### src/rtl/std_mem_arbiter_2.sv
// Two-into-one std_mem request arbiter with a registered request stage and
// in-order read-response routing driven by a small order-tracking FIFO.
module std_mem_arbiter_2 #(
    parameter int DATA_WIDTH  = 32,
    parameter int ADDR_WIDTH  = 32,
    parameter int ID_WIDTH    = 1,
    parameter int ORDER_DEPTH = 4
) (
    input  logic                    clk,
    input  logic                    rst,

    input  logic                    request0_valid_i,
    output logic                    request0_ready_o,
    input  logic                    request0_read_enable_i,
    input  logic [DATA_WIDTH/8-1:0] request0_write_enable_i,
    input  logic [ADDR_WIDTH-1:0]   request0_addr_i,
    input  logic [DATA_WIDTH-1:0]   request0_data_i,
    input  logic [ID_WIDTH-1:0]     request0_id_i,

    input  logic                    request1_valid_i,
    output logic                    request1_ready_o,
    input  logic                    request1_read_enable_i,
    input  logic [DATA_WIDTH/8-1:0] request1_write_enable_i,
    input  logic [ADDR_WIDTH-1:0]   request1_addr_i,
    input  logic [DATA_WIDTH-1:0]   request1_data_i,
    input  logic [ID_WIDTH-1:0]     request1_id_i,

    output logic                    response0_valid_o,
    input  logic                    response0_ready_i,
    output logic [DATA_WIDTH-1:0]   response0_data_o,
    output logic [ID_WIDTH-1:0]     response0_id_o,

    output logic                    response1_valid_o,
    input  logic                    response1_ready_i,
    output logic [DATA_WIDTH-1:0]   response1_data_o,
    output logic [ID_WIDTH-1:0]     response1_id_o,

    output logic                    mem_request_valid_o,
    input  logic                    mem_request_ready_i,
    output logic                    mem_request_read_enable_o,
    output logic [DATA_WIDTH/8-1:0] mem_request_write_enable_o,
    output logic [ADDR_WIDTH-1:0]   mem_request_addr_o,
    output logic [DATA_WIDTH-1:0]   mem_request_data_o,
    output logic [ID_WIDTH-1:0]     mem_request_id_o,

    input  logic                    mem_response_valid_i,
    output logic                    mem_response_ready_o,
    input  logic [DATA_WIDTH-1:0]   mem_response_data_i,
    input  logic [ID_WIDTH-1:0]     mem_response_id_i
);
    localparam int PTR_W = $clog2(ORDER_DEPTH);
    localparam int CNT_W = PTR_W + 1;
    localparam int WE_W  = DATA_WIDTH / 8;

    logic                   valid_q, valid_d;
    logic                   re_q, re_d;
    logic [WE_W-1:0]        we_q, we_d;
    logic [ADDR_WIDTH-1:0]  addr_q, addr_d;
    logic [DATA_WIDTH-1:0]  data_q, data_d;
    logic [ID_WIDTH-1:0]    id_q, id_d;
    logic                   prio_q, prio_d;

    logic [ORDER_DEPTH-1:0] order_q, order_d;
    logic [PTR_W-1:0]       wr_ptr_q, wr_ptr_d;
    logic [PTR_W-1:0]       rd_ptr_q, rd_ptr_d;
    logic [CNT_W-1:0]       count_q, count_d;

    logic fifo_empty, fifo_full, head, pop, push, full_block;
    logic elig0, elig1, any_elig, grant_idx, load_ok, load, grant_re;

    assign fifo_empty = (count_q == '0);
    assign fifo_full  = (count_q == CNT_W'(ORDER_DEPTH));
    assign head       = order_q[rd_ptr_q];

    assign mem_response_ready_o = (head ? response1_ready_i : response0_ready_i) && !fifo_empty;
    assign pop                  = mem_response_valid_i && mem_response_ready_o;

    assign response0_valid_o = mem_response_valid_i && !fifo_empty && !head;
    assign response1_valid_o = mem_response_valid_i && !fifo_empty && head;
    assign response0_data_o  = mem_response_data_i;
    assign response1_data_o  = mem_response_data_i;
    assign response0_id_o    = mem_response_id_i;
    assign response1_id_o    = mem_response_id_i;

    // A read may take the slot being freed by a response popped this cycle.
    assign full_block = fifo_full && !pop;
    assign elig0      = request0_valid_i && (!request0_read_enable_i || !full_block);
    assign elig1      = request1_valid_i && (!request1_read_enable_i || !full_block);
    assign any_elig   = elig0 || elig1;
    assign grant_idx  = (elig0 && elig1) ? prio_q : elig1;
    assign grant_re   = grant_idx ? request1_read_enable_i : request0_read_enable_i;

    assign load_ok = !valid_q || mem_request_ready_i;
    assign load    = load_ok && any_elig && !rst;
    assign push    = load && grant_re;

    assign request0_ready_o = load && !grant_idx;
    assign request1_ready_o = load && grant_idx;

    assign mem_request_valid_o        = valid_q;
    assign mem_request_read_enable_o  = re_q;
    assign mem_request_write_enable_o = we_q;
    assign mem_request_addr_o         = addr_q;
    assign mem_request_data_o         = data_q;
    assign mem_request_id_o           = id_q;

    always_comb begin
        valid_d  = valid_q;
        re_d     = re_q;
        we_d     = we_q;
        addr_d   = addr_q;
        data_d   = data_q;
        id_d     = id_q;
        prio_d   = prio_q;
        order_d  = order_q;
        wr_ptr_d = wr_ptr_q;
        rd_ptr_d = rd_ptr_q;
        count_d  = count_q + CNT_W'(push) - CNT_W'(pop);

        if (load_ok) valid_d = any_elig;
        if (load) begin
            re_d   = grant_re;
            we_d   = grant_idx ? request1_write_enable_i : request0_write_enable_i;
            addr_d = grant_idx ? request1_addr_i : request0_addr_i;
            data_d = grant_idx ? request1_data_i : request0_data_i;
            id_d   = grant_idx ? request1_id_i : request0_id_i;
            if (elig0 && elig1) prio_d = !grant_idx;
        end
        if (push) begin
            order_d[wr_ptr_q] = grant_idx;
            wr_ptr_d          = wr_ptr_q + 1'b1;
        end
        if (pop) rd_ptr_d = rd_ptr_q + 1'b1;
    end

    always_ff @(posedge clk or posedge rst) begin
        if (rst) begin
            valid_q  <= 1'b0;
            re_q     <= 1'b0;
            we_q     <= '0;
            addr_q   <= '0;
            data_q   <= '0;
            id_q     <= '0;
            prio_q   <= 1'b0;
            order_q  <= '0;
            wr_ptr_q <= '0;
            rd_ptr_q <= '0;
            count_q  <= '0;
        end else begin
            valid_q  <= valid_d;
            re_q     <= re_d;
            we_q     <= we_d;
            addr_q   <= addr_d;
            data_q   <= data_d;
            id_q     <= id_d;
            prio_q   <= prio_d;
            order_q  <= order_d;
            wr_ptr_q <= wr_ptr_d;
            rd_ptr_q <= rd_ptr_d;
            count_q  <= count_d;
        end
    end

    // Memory must never answer a read that was never issued.
    a_resp_without_read: assert property (@(posedge clk) disable iff (rst)
        !(mem_response_valid_i && fifo_empty));

endmodule

### config.mk
export PLATFORM = sky130hd
export DESIGN_NAME = std_mem_arbiter_2
export DESIGN_NICKNAME = d
export VERILOG_FILES = /design/src/rtl/std_mem_arbiter_2.sv
export SDC_FILE = /design/constraint.sdc
export NUM_CORES = 1
export LEC_CHECK = 0
export ABC_AREA = 1
export CAP_MARGIN = 30
export CORE_ASPECT_RATIO = 0.8
export CORE_MARGIN = 1
export CORE_UTILIZATION = 30
export DETAILED_ROUTE_END_ITERATION = 16
export GPL_ROUTABILITY_DRIVEN = 0
export PLACE_DENSITY = 0.87
export REMOVE_ABC_BUFFERS = 1
export SLEW_MARGIN = 15
export SYNTH_ARGS = -nofsm -noshare
export SYNTH_HDL_FRONTEND = slang
export SYNTH_SLANG_ARGS = --single-unit
### constraint.sdc
create_clock -name clk -period 2.3 [get_ports clk]
set_clock_uncertainty 0.1 [all_clocks]
set_input_delay 0.23 -clock clk [delete_from_list [all_inputs] [get_ports clk]]
set_output_delay 0.23 -clock clk [all_outputs]
set_load 0.05 [all_outputs]
==> results.md, run 1 <==
- The total power consumption of the routed design is 0.008677 W.
- The total iterations of the first detailed-routing run is 4.
- After synthesis the cells add up to 4360 um2.
- The cell family with the largest share of critical-path delay is simple AND/OR/NAND/NOR gates.
- For the pin with the worst max-slew slack, the measured transition is 0.5748 ns.
- Hold timing on the final database bottoms out at a slack of 0.3200 ns.
- The number of enable flip-flop cells after synthesis is 0.
- The number of cell rows is 39.
- Ranked by instance count, the synthesized netlist is headed by 231 x sky130_fd_sc_hd__nand2_1, 83 x sky130_fd_sc_hd__dfrtp_1, 77 x sky130_fd_sc_hd__nand3_1, 72 x sky130_fd_sc_hd__buf_4, 16 x sky130_fd_sc_hd__inv_1.
- The final worst-path cycle share is 114.9%.
- The number of I/O pins is 323.
- The number of violations of the max-capacitance limit is 0.
- The most frequently used flop master after synthesis is sky130_fd_sc_hd__dfrtp_1.
- After detailed routing, no signal wire sits above met5.
- The later pin in the worst-skew pair is clocked with a latency of 0.34 ns.
- The maximum clock insertion buffer count is 2.
- Counting flops with an async set or reset pin after synthesis yields a share of 100.0%.
- The endpoint required time on the critical path is 2.42 ns.
- The relative slew slack is 61.56%.
- The number of antenna violations at the first check in global routing was 0.
- The first global-routing pass estimated 23.72 mm of wire.
- The flow ran to the end, but the final reports show violations.
- Setup repair after global routing could not meet its margin everywhere.
- Counting flops and latches in the post-synthesis netlist gives 83.
- Sequential cells account for 27.1% of the total power.
- For this run, the number of standard cells in the final layout without fillers is 932.
- The class of the tightest hold or removal check is in -> async.
- The hold buffer count at cts is 0.
- Subtracting the final worst setup slack from the clock period gives 2.642 ns.
- STA classifies the critical path startpoint as a flop.
- The number of placed instances, taps included is 893.
- Walking the worst path, the cells encountered are inv_2 -> nand2_2 -> nand3_4 -> nand2_4 -> nand2_4 -> nand3_4 -> nand3_4 -> nand3_4 -> nand2_4 -> nand2_4 -> nand2_4 -> nand2_4 -> ha_4 -> inv_2 -> ha_4 -> fa_2 -> xor2_1.
- The net count of the finished layout is 932.
- The H-tree generated during clock tree synthesis spans 3 levels.
- After detailed routing, the number of remaining DRC violations is 0.
- For this design the total switching power over the nets is 0.003905 W.
- The signed area change from the synthesized netlist to the final layout is 69.70%.
- The delay of the slowest cell on the worst path is 0.41 ns.
- The buffers plus inverters on the worst setup path is 2.
- The slowest stage of the critical path belongs to the cell sky130_fd_sc_hd__dfrtp_1.
- TritonCTS built the clock tree.
- The total length of routed wires is 16.82 mm.
- The total core area is 14250 um2.
- The die outline area is 15020 um2.
- The number of hold violations in the final report is 0.
- Ranked by total cell area, the synthesized netlist is headed by sky130_fd_sc_hd__dfrtp_1 48%, sky130_fd_sc_hd__nand2_1 20%, sky130_fd_sc_hd__buf_4 12%.
- In this run the clock root is driven by a sky130_fd_sc_hd__clkbuf_16.
- The violation count after the first detailed-routing iteration is 199.
- The leakage power is 3.355 nW.
- Counting the buffers created by CTS gives 9.
- The final HPWL from detailed placement is 11.92 mm.
- After routing the design area is 7400 um2.
- The dominant cell by count in the synthesized netlist is sky130_fd_sc_hd__nand2_1.
- The largest net degree at the start of global routing is 71.
- The remaining antenna violation count after routing is 0.
- The routed design uses 7.236 mm of met2 wire.
- In the final routing, the length of wire on met1 measures 6.329 mm.
- The combined global-route utilization of all metal layers is 22.04%.
- The arrival time reported for the critical path endpoint is 2.76 ns.
- During synthesis, Yosys emitted a total of 0 warnings.
- The synthesized area per cell is 8.090 um2.
- Combinational cells account for 57.6% of the total power.
- In the post-route analysis, the smallest setup slack over all paths is -0.3421 ns.
- The worst reg-to-reg path cell count is 17.
- The die is 136.8 um wide.
- The sequential share of the synthesized area is 47.63%.
- The number of instances in the synthesized netlist is 539.
- Wire segments on met3 add up to 2.947 mm in the final route.
- The dominant cell type by area after synthesis is sky130_fd_sc_hd__dfrtp_1.
- The total power density per cell area is 1173 nW/um2.
- After synthesis, the largest area contributor takes up 47.63% of total cell area.
- The routed length per instance is 18.05 um.
- The setup TNS is -2.717 ns.
- The depth of the critical timing path with buffers and inverters included is 17.
- Of all nets on the critical path, the largest fanout is 3.
- The fraction of final layout cells with drive strength greater than 1 is 17.25%.
- The most used cell along the critical path is sky130_fd_sc_hd__nand2_4.
- The cell area after placement is 6569 um2.
- Across the VDD grid, the largest voltage drop is 0.8342 mV.
- The number of library cell types mapped by synthesis is 24.
- The via count of the first global-routing pass is 4279.
- The checks that failed: setup timing.
- Buffers placed on the I/O ports in this run total 223.
- Setup violations remaining at the end of the flow were counted as 55.
- The count of pins over their slew limit is 0.
- The total inserted antenna cells is 0.
- The kind of capture point of the worst setup path is a flop.
- Clock-pin slew was measured on the worst setup and hold paths at 0.06 ns.
- The number of sinks driven by the clock tree is 83.
- In this run switching power makes up 45.00% of total power.
- The via count of the routed design is 4412.
- The via density per instance is 4.734.
- Per report_power, the clock group accounts for 15.4% of the total.
- Timing would allow up to 0.3785 GHz.
- The type of the worst setup path is reg -> reg.
- After global routing the overflow that remains totals 0.
- The initial utilization of the core area, before any placement, comes to 30.60%.
- The y dimension of the die is 109.8 um.
- The design internal power is 0.004772 W.
-- per-layer routing --
layer,vias to the layer above,global-route usage [%]
met5,-,7.292
met4,4,5.102
met3,21,18.86
met2,292,32.05
met1,2059,23.52
li1,2036,-
-- logic make-up after synthesis --
logic type / after synthesis / synth area share, %
buffers and inverters: 108 / 16.10
and+or+nand+nor: 335 / 32.97
DFF: 83 / 47.63
AOI/OAI and AO/OA: 1 / 0.1147
adders and majority gates: 7 / 2.181
xor gates and xnor gates: 5 / 1.004
-- through the flow --
stage | setup slack, ns | util, %
global placement | -0.4133 | 46.10
finish | -0.3421 | 51.93
floorplan | -0.8434 | -
detailed placement | -0.4782 | 46.10
CTS | -0.2265 | 49.98
global route | -0.4628 | 51.93
-- worst min-delay path: stages --
cell and delay [ns]:
sky130_fd_sc_hd__clkdlybuf4s50_1 0.44, sky130_fd_sc_hd__buf_4 0.15, sky130_fd_sc_hd__clkinv_2 0.39
-- state kept, by name, indices dropped and copies added, names as in the netlist --
signal	count
mem_request_valid_o	1
mem_request_addr_o	32
count_q	3
rd_ptr_q	2
mem_request_read_enable_o	1
prio_q	1
order_q	4
mem_request_data_o	32
wr_ptr_q	2
mem_request_write_enable_o	4
mem_request_id_o	1
-- cell usage in the layout, fill, tap and decap left out, drive strengths merged --
master         netlist  final
xor2                 4      4
nand4                4      4
ha                   6      6
nor2                 8      8
clkdlybuf4s50        0    218
xnor2                1      1
nor3                 2      2
dfrtp               83     83
clkbuf               1     14
or2                  1      1
clkinvlp             0      3
inv                 19     18
fa                   1      1
a21oi                1      1
nand3               83     83
nor3b                1      1
buf                 88     62
nand2              236    236
clkinv               0      2
-- final cells by class --
| type | instances | area [um2] |
|---|---|---|
| sequential | 83 | 2077 |
| clock buffer | 11 | 242.7 |
| multi-input combinational | 348 | 1815 |
| inverter | 19 | 75.07 |
| timing repair buffer | 283 | 2932 |
| fill | 1227 | 6849 |
| clock inverter | 4 | 27.53 |
| tap | 184 | 230.2 |
-- final timing paths --
kind                       slack (ns)               startpoint                                        end
max in group asynchronous        1.23                      rst  mem_request_write_enable_o[3]$_DFFE_PP0N_
min in group clk                 0.34      request0_addr_i[24]         mem_request_addr_o[24]$_DFFE_PP0N_
setup / recovery                -0.34  rd_ptr_q[0]$_DFFE_PP0P_                       count_q[2]$_DFF_PP0_
hold / removal                   0.32                      rst            mem_request_valid_o$_DFFE_PP0N_
setup reg to reg                -0.34  rd_ptr_q[0]$_DFFE_PP0P_                       count_q[2]$_DFF_PP0_
hold reg to reg                  0.38       prio_q$_DFFE_PP0P_                         prio_q$_DFFE_PP0P_
-- power by group through the flow --
| stage | registers, W | clock network, W | logic (W) |
|---|---|---|---|
| global placement | 0.00232 | 0 | 0.00434 |
| finish | 0.00235 | 0.00133 | 0.00499 |
| CTS | 0.00234 | 0.00139 | 0.00474 |
| floorplan | 0.00389 | 0 | 0.00105 |
| global route | 0.00242 | 0.00144 | 0.00530 |
| detailed placement | 0.00234 | 0 | 0.00442 |
-- repair_timing --
| action | CTS | global route |
|---|---|---|
| setup endpoints to repair | 74 | 82 |
| gates cloned | 0 | 3 |
| resized for setup | 26 | 54 |
| pin swaps | 6 | 14 |
| buffers inserted | 25 | 5 |
Note: power is estimated with default switching activity, not from simulation.
==> run 2, diff against run 1 <==
Settings changed: SETUP_SLACK_MARGIN from default to 0.1.
==> results.md, run 2 (same netlist as run 1, synthesis figures left out) <==
- The first TritonRoute pass finished after 4 iterations.
- The largest individual stage delay along the critical path comes from the cell sky130_fd_sc_hd__dfrtp_1.
- The switching part of the total power is 44.91%.
- The final worst-path cycle share is 113.7%.
- The via density per instance is 4.740.
- The tree built by TritonCTS fans out to 83 sinks.
- The largest net degree at the start of global routing is 71.
- The net count of the finished layout is 934.
- STA classifies the critical path startpoint as a flop.
- The endpoint required time on the critical path is 2.42 ns.
- Setup violations remaining at the end of the flow were counted as 40.
- The filler cells instantiated in the layout total 1227.
- The clock tree from TritonCTS is yes.
- CTS built an H-tree with a depth of 3.
- The y dimension of the die is 109.8 um.
- At the pin with the least slew margin, the transition time is 0.5741 ns.
- The capture instance of the worst register-to-register path is count_q[2]$_DFF_PP0_.
- The arrival time reported for the critical path endpoint is 2.73 ns.
- The clock transition time at the flip-flop clock pins of the worst setup and hold paths is 0.06 ns.
- The longest clock path from root to sink contains 2 buffers.
- Across all register-to-register paths, the minimum setup slack is -0.31 ns.
- The final reports fail on setup timing.
- The number of antenna violations at the first check in global routing is 0.
- The tool flagged a number of max-cap violations equal to 0.
- The routed length per instance is 18.21 um.
- The number of I/O port buffers is 223.
- Per report_power, the clock group accounts for 15.5% of the total.
- On the worst path, the slowest cell contributes a delay of 0.41 ns.
- On the critical path the largest part of the delay comes from simple AND/OR/NAND/NOR gates.
- The worst register-to-register path begins at rd_ptr_q[0]$_DFFE_PP0P_.
- Leaving out fill and tap cells, the most frequent cells in the layout are 221 x sky130_fd_sc_hd__nand2_1, 218 x sky130_fd_sc_hd__clkdlybuf4s50_1, 83 x sky130_fd_sc_hd__dfrtp_1.
- Counting tap cells, the placed design contains a total of 893 instances.
- The CTS buffer count is 9.
- In this run, the combinational gates consume 57.3% of the power.
- In the final layout, the share of cells above drive strength 1 is 16.00%.
- The relative slew slack is 61.68%.
- The total overflow left after global routing is 0.
- In the global route stage, overall resource usage came out at 22.82%.
- The number of hold buffers added after CTS was 0.
- The leakage power is 3.346 nW.
- The number of hold violations in the final report came to 0.
- The design internal power is 0.004755 W.
- The number of cells on the worst reg-to-reg path is 17.
- The total core area is 14250 um2.
- The type of the worst setup path is reg -> reg.
- The run finished, with violations left.
- The remaining antenna violation count after routing is 0.
- Setup repair after global routing could not meet its margin everywhere.
- The final HPWL from detailed placement is 11.92 mm.
- Derived from the worst setup path, the maximum achievable clock frequency is 0.3824 GHz.
- Together, buffers and inverters on the worst path number 3.
- For this run, the number of standard cells in the final layout without fillers is 934.
- The starting density of the core is 30.60%.
- The kind of capture point of the worst setup path is a flop.
- The worst setup slack after placement is -0.4782 ns.
- The analysis attributes to net switching a power of 0.003876 W.
- In the routed design, unresolved DRC markers number 0.
- The total length of routed wires is 17.01 mm.
- The worst path in the final design needs a cycle of 2.615 ns, including I/O delays and setup.
- The total power density per cell area is 1166 nW/um2.
- The most common library cell in the layout ignoring fill and taps is sky130_fd_sc_hd__nand2_1.
- The clock latency reported for the late side of the worst-skew pair is 0.34 ns.
- After the first detailed-routing iteration, the DRC count stood at 206.
- The die outline area is 15020 um2.
- Setup slack on the critical path of the routed design comes to -0.3147 ns.
- The area used by sequential logic in the layout is 2077 um2.
- The signal on the critical path passes through inv_2 -> nand2_2 -> nand3_4 -> nand2_4 -> nand2_4 -> nand3_4 -> nand3_2 -> nand2_2 -> inv_2 -> nand3_1 -> nand2_2 -> nand2_4 -> ha_4 -> inv_2 -> ha_4 -> fa_2 -> xor2_1.
- In this run, flip-flops and latches consume 27.2% of the power.
- The routed layout has 4427 vias.
- The cell at the root of the clock tree is sky130_fd_sc_hd__clkbuf_16.
- The floorplan has 39 rows.
- The number of I/O pins is 323.
- Measured on the finished design, the core utilization comes to 51.96%.
- The biggest fanout along the worst timing path is 3.
- The via count of the first global-routing pass is 4379.
- Summing all multi-input logic gate instances after layout gives 1720 um2.
- The path class of the tightest hold or removal check is in -> async.
- The signed area change from the synthesized netlist to the final layout is 69.78%.
- The worst-case IR drop observed on VDD is 0.8709 mV.
- 0 antenna diodes ended up in the layout.
- The first global-routing pass estimated 24.54 mm of wire.
- The width of the die is 136.8 um.
- The count of pins over their slew limit is 0.
==> run 2: power by group through the flow <==
stage / Clock (W) / Sequential (W) / Combinational [W]
floorplan: 0 / 0.00389 / 0.00105
global placement: 0 / 0.00232 / 0.00434
detailed placement: 0 / 0.00234 / 0.00442
CTS: 0.00139 / 0.00234 / 0.00484
global route: 0.00144 / 0.00242 / 0.00525
finish: 0.00134 / 0.00235 / 0.00494
==> run 2: layer usage <==
layer  vias to the layer above  GRT usage [%]  part of all wire, %
met5                         -          7.639                 0.43
met4                         2          4.710                 0.87
met3                        18          18.76                   17
met2                       288          33.79                   44
met1                      2082          24.55                   37
li1                       2037              -                    -
==> run 2: what timing repair did <==
action,4_1_cts,5_1_grt
setup endpoints to repair,75,82
gates resized for setup,43,24
gates cloned,3,2
setup buffers,27,3
pin swaps,6,11
==> run 2: final cells by class <==
cell class / instances / share of cell area (%)
Clock buffer: 11 / 3.279
Clock inverter: 4 / 0.3718
Inverter: 19 / 0.9802
Multi-Input combinational cell: 348 / 23.24
Sequential cell: 83 / 28.05
Tap cell: 184 / 3.110
Timing Repair Buffer: 285 / 40.97
==> run 2: per-stage QoR <==
step | TNS [ns] | total power (W) | hold slack, ns | instance area (um2)
after global routing | -15.99 | 0.009111 | 0.3249 | 7403
after detailed placement | -9.036 | 0.006763 | 0.3606 | 6569
after floorplan | -75.04 | 0.004932 | 0.2499 | 3730
after CTS | -0.9924 | 0.008564 | 0.3240 | 7298
after global placement | -5.554 | 0.006662 | 0.3557 | 6569
final | -3.106 | 0.008630 | 0.3235 | 7403
==> run 2: worst reg2reg max path, stage by stage (launching register included) <==
cell and delay [ns]:
sky130_fd_sc_hd__dfrtp_1 0.41, sky130_fd_sc_hd__inv_2 0.09, sky130_fd_sc_hd__nand2_2 0.07, sky130_fd_sc_hd__nand3_4 0.10, sky130_fd_sc_hd__nand2_4 0.07, sky130_fd_sc_hd__nand2_4 0.07
sky130_fd_sc_hd__nand3_4 0.09, sky130_fd_sc_hd__nand3_2 0.08, sky130_fd_sc_hd__nand2_2 0.08, sky130_fd_sc_hd__inv_2 0.07, sky130_fd_sc_hd__nand3_1 0.12, sky130_fd_sc_hd__nand2_2 0.12
sky130_fd_sc_hd__nand2_4 0.07, sky130_fd_sc_hd__ha_4 0.27, sky130_fd_sc_hd__inv_2 0.04, sky130_fd_sc_hd__ha_4 0.15, sky130_fd_sc_hd__fa_2 0.33, sky130_fd_sc_hd__xor2_1 0.17
==> run 2: worst max path at each step <==
stage                                 start                                 to  cells past startpoint
floorplan           rd_ptr_q[0]$_DFFE_PP0P_  mem_request_addr_o[0]$_DFFE_PP0N_                     13
global placement       mem_response_valid_i               count_q[2]$_DFF_PP0_                     15
detailed placement     mem_response_valid_i               count_q[2]$_DFF_PP0_                     15
CTS                 rd_ptr_q[0]$_DFFE_PP0P_               count_q[2]$_DFF_PP0_                     17
global route        rd_ptr_q[0]$_DFFE_PP0P_               count_q[2]$_DFF_PP0_                     18
finish              rd_ptr_q[0]$_DFFE_PP0P_               count_q[2]$_DFF_PP0_                     17
==> run 3, diff against run 2 <==
Settings changed: PLACE_DENSITY 0.87 to 0.75.
==> results.md, run 3 (same netlist as run 1, synthesis figures left out) <==
- The maximum clock frequency is 0.3690 GHz.
- In the final design database the tool counted 948 nets.
- In this run the worst path has a maximum fanout of 3.
- The number of antenna violations at the first check in global routing is 0.
- Input and output buffers added on the ports amount to 223.
- Headroom to the max-slew limit came out at 62.14%.
- The floorplan step defined a die boundary enclosing 15020 um2.
- The delay of the slowest cell on the worst path is 0.41 ns.
- The post-route netlist has 27.84% of its cells at a drive strength greater than 1.
- STA classifies the critical path startpoint as a flop.
- The count of nets left with antenna violations once routing finished came out at 0.
- The number of standard cells in the final layout excluding fillers is 949.
- The top cell types in the final layout, fill and taps aside, are 218 x sky130_fd_sc_hd__clkdlybuf4s50_1, 175 x sky130_fd_sc_hd__nand2_1, 83 x sky130_fd_sc_hd__dfrtp_1.
- The maximum clock insertion buffer count is 2.
- The depth of the CTS H-tree is 3.
- The flow ran to the end, but the final reports show violations.
- The combined global-route utilization of all metal layers is 23.67%.
- Counting tap cells, the placed design contains a total of 897 instances.
- On the final layout, the worst hold slack is 0.3036 ns.
- The setup violation total in the final timing report is 38.
- CTS saw 83 sinks.
- The routed length per instance is 18.81 um.
- The leakage power is 3.906 nW.
- The class of the tightest hold or removal check is in -> async.
- Fill cells in the final layout number 1198.
- IR analysis of the VDD net gives a maximum drop of 0.6984 mV.
- The setup TNS is -1.757 ns.
- The slowest stage of the critical path is the sky130_fd_sc_hd__dfrtp_1 cell.
- Measured along the y axis, the die boundary spans 109.8 um.
- The CTS buffer count is 9.
- The overflow left after global routing is 0.
- The first global-routing pass estimated 25.50 mm of wire.
- 323 I/O pins were placed.
- Clock-pin slew was measured on the worst setup and hold paths at 0.06 ns.
- In the routed layout, each cell is associated on average with a via count of 4.687.
- The via count of the first global-routing pass is 4386.
- The worst setup slack after placement is -0.4480 ns.
- In this run the core area contains 39 standard-cell rows.
- Setup repair after global routing could not meet its margin everywhere.
- The cell at the root of the clock tree is sky130_fd_sc_hd__clkbuf_16.
- The setup slack after layout is -0.4099 ns.
- The number of hold violations in the final report came to 0.
- The cell family contributing the most delay on the critical path is simple AND/OR/NAND/NOR gates.
- The kind of capture point of the worst setup path is a flop.
- The total length of routed wires is 17.85 mm.
- The library cell used most frequently in the layout, excluding fill and tap cells, is sky130_fd_sc_hd__clkdlybuf4s50_1.
- The total iterations of the first detailed-routing run is 4.
- Data arrives at the worst endpoint at 2.84 ns.
- The most used cell along the critical path is sky130_fd_sc_hd__nand2_2.
- The largest net degree at the start of global routing is 71.
- The minimum clock period after layout is 2.710 ns.
- The total core area is 14250 um2.
- The clock latency reported for the late side of the worst-skew pair is 0.33 ns.
- For the pin with the worst max-slew slack, the measured transition is 0.5661 ns.
- The final HPWL from detailed placement is 11.49 mm.
- The signal on the critical path passes through inv_2 -> nand2_2 -> nand3_4 -> nand2_4 -> nand2_4 -> nand3_4 -> nand3_2 -> nand2_2 -> inv_2 -> nand3_1 -> nand2_2 -> nand2_2 -> ha_4 -> inv_4 -> ha_4 -> fa_2 -> xor2_1.
- Once the floorplan was initialized, standard cells occupied 30.60% of the core.
- In this run, the number of DRC markers left after iteration 0 of detailed routing was 288.
- The final reports fail on setup timing.
- The signed area change from the synthesized netlist to the final layout is 85.71%.
- Dividing total power by cell area gives a power density of 1103 nW/um2.
- At the worst endpoint, the required time is 2.43 ns.
- After detailed routing, the number of remaining DRC violations is 0.
- TritonCTS built the clock tree.
- 0 antenna diodes ended up in the layout.
- The final critical path takes up 117.8% of the cycle.
- The hold buffer count at cts is 0.
- The count of pins over their slew limit is 0.
- The buffers plus inverters on the worst setup path is 3.
- The type of the worst setup path is reg -> reg.
- The width of the die is 136.8 um.
- The via count of the routed design is 4448.
- The number of violations of the max-capacitance limit is 0.
[run 3: cell count changes in the layout (fill, tap and decap cells not counted), sizes merged]
cell | before | now
buf | 64 | 81
clkinv | 2 | 5
clkbuf | 13 | 11
clkinvlp | 3 | 1
bufbuf | 1 | 0
[run 3: final timing paths]
kind | from | endpoint | slack [ns] | depth (start not counted)
worst max-delay path | rd_ptr_q[0]$_DFFE_PP0P_ | count_q[2]$_DFF_PP0_ | -0.41 | 17
worst min-delay path | rst | order_q[2]$_DFFE_PP0P_ | 0.30 | 3
worst max register to register | rd_ptr_q[0]$_DFFE_PP0P_ | count_q[2]$_DFF_PP0_ | -0.41 | 17
worst min register to register | prio_q$_DFFE_PP0P_ | prio_q$_DFFE_PP0P_ | 0.37 | 1
max in group asynchronous | rst | mem_request_data_o[28]$_DFFE_PP0N_ | 1.25 | 4
min in group clk | request0_addr_i[27] | mem_request_addr_o[27]$_DFFE_PP0N_ | 0.34 | 3
[run 3: final cells by class]
cell class / instances / area, um2 / share of cell area, %
inverter: 19 / 77.57 / 0.9580
clock inverter: 5 / 38.79 / 0.4790
tap: 184 / 230.2 / 2.843
timing repair buffer: 299 / 3252 / 40.16
multi-input combinational: 348 / 2180 / 26.92
sequential: 83 / 2077 / 25.65
clock buffer: 11 / 242.7 / 2.998
[run 3: power breakdown]
| part | switching (W) | internal (W) |
|---|---|---|
| clock network | 0.000612 | 0.000766 |
| registers | 0.000341 | 0.00201 |
| logic | 0.00309 | 0.00212 |
[run 3: per-stage QoR]
step,area [um2],utilization [%],total power (W)
6_report,8098,56.83,0.008934
5_1_grt,8098,56.83,0.009392
4_1_cts,7983,56.02,0.008768
3_5_place_dp,6611,46.40,0.006808
3_3_place_gp,6611,46.40,0.006744
2_1_floorplan,3730,-,0.004932
[run 3: layer usage]
layer	part of all wire, %	track usage, %	routed length (um)
met5	0.89	9.375	159
met3	14	15.40	2440
met4	1.0	6.044	180
met1	42	29.09	7457
met2	43	32.96	7616
[run 3: what timing repair did]
item,in CTS,in global routing
cloned,8,0
endpoints found under the setup margin,74,77
pin swaps,15,16
buffers inserted,25,5
endpoints found under the hold margin,0,0
gates resized for setup,164,20
[run 3: worst reg2reg max path, stage by stage (launching register included)]
cell and delay [ns]:
sky130_fd_sc_hd__dfrtp_1 0.41, sky130_fd_sc_hd__inv_2 0.10, sky130_fd_sc_hd__nand2_2 0.07, sky130_fd_sc_hd__nand3_4 0.12, sky130_fd_sc_hd__nand2_4 0.07, sky130_fd_sc_hd__nand2_4 0.07
sky130_fd_sc_hd__nand3_4 0.10, sky130_fd_sc_hd__nand3_2 0.10, sky130_fd_sc_hd__nand2_2 0.08, sky130_fd_sc_hd__inv_2 0.07, sky130_fd_sc_hd__nand3_1 0.09, sky130_fd_sc_hd__nand2_2 0.09
sky130_fd_sc_hd__nand2_2 0.08, sky130_fd_sc_hd__ha_4 0.27, sky130_fd_sc_hd__inv_4 0.03, sky130_fd_sc_hd__ha_4 0.15, sky130_fd_sc_hd__fa_2 0.37, sky130_fd_sc_hd__xor2_1 0.25
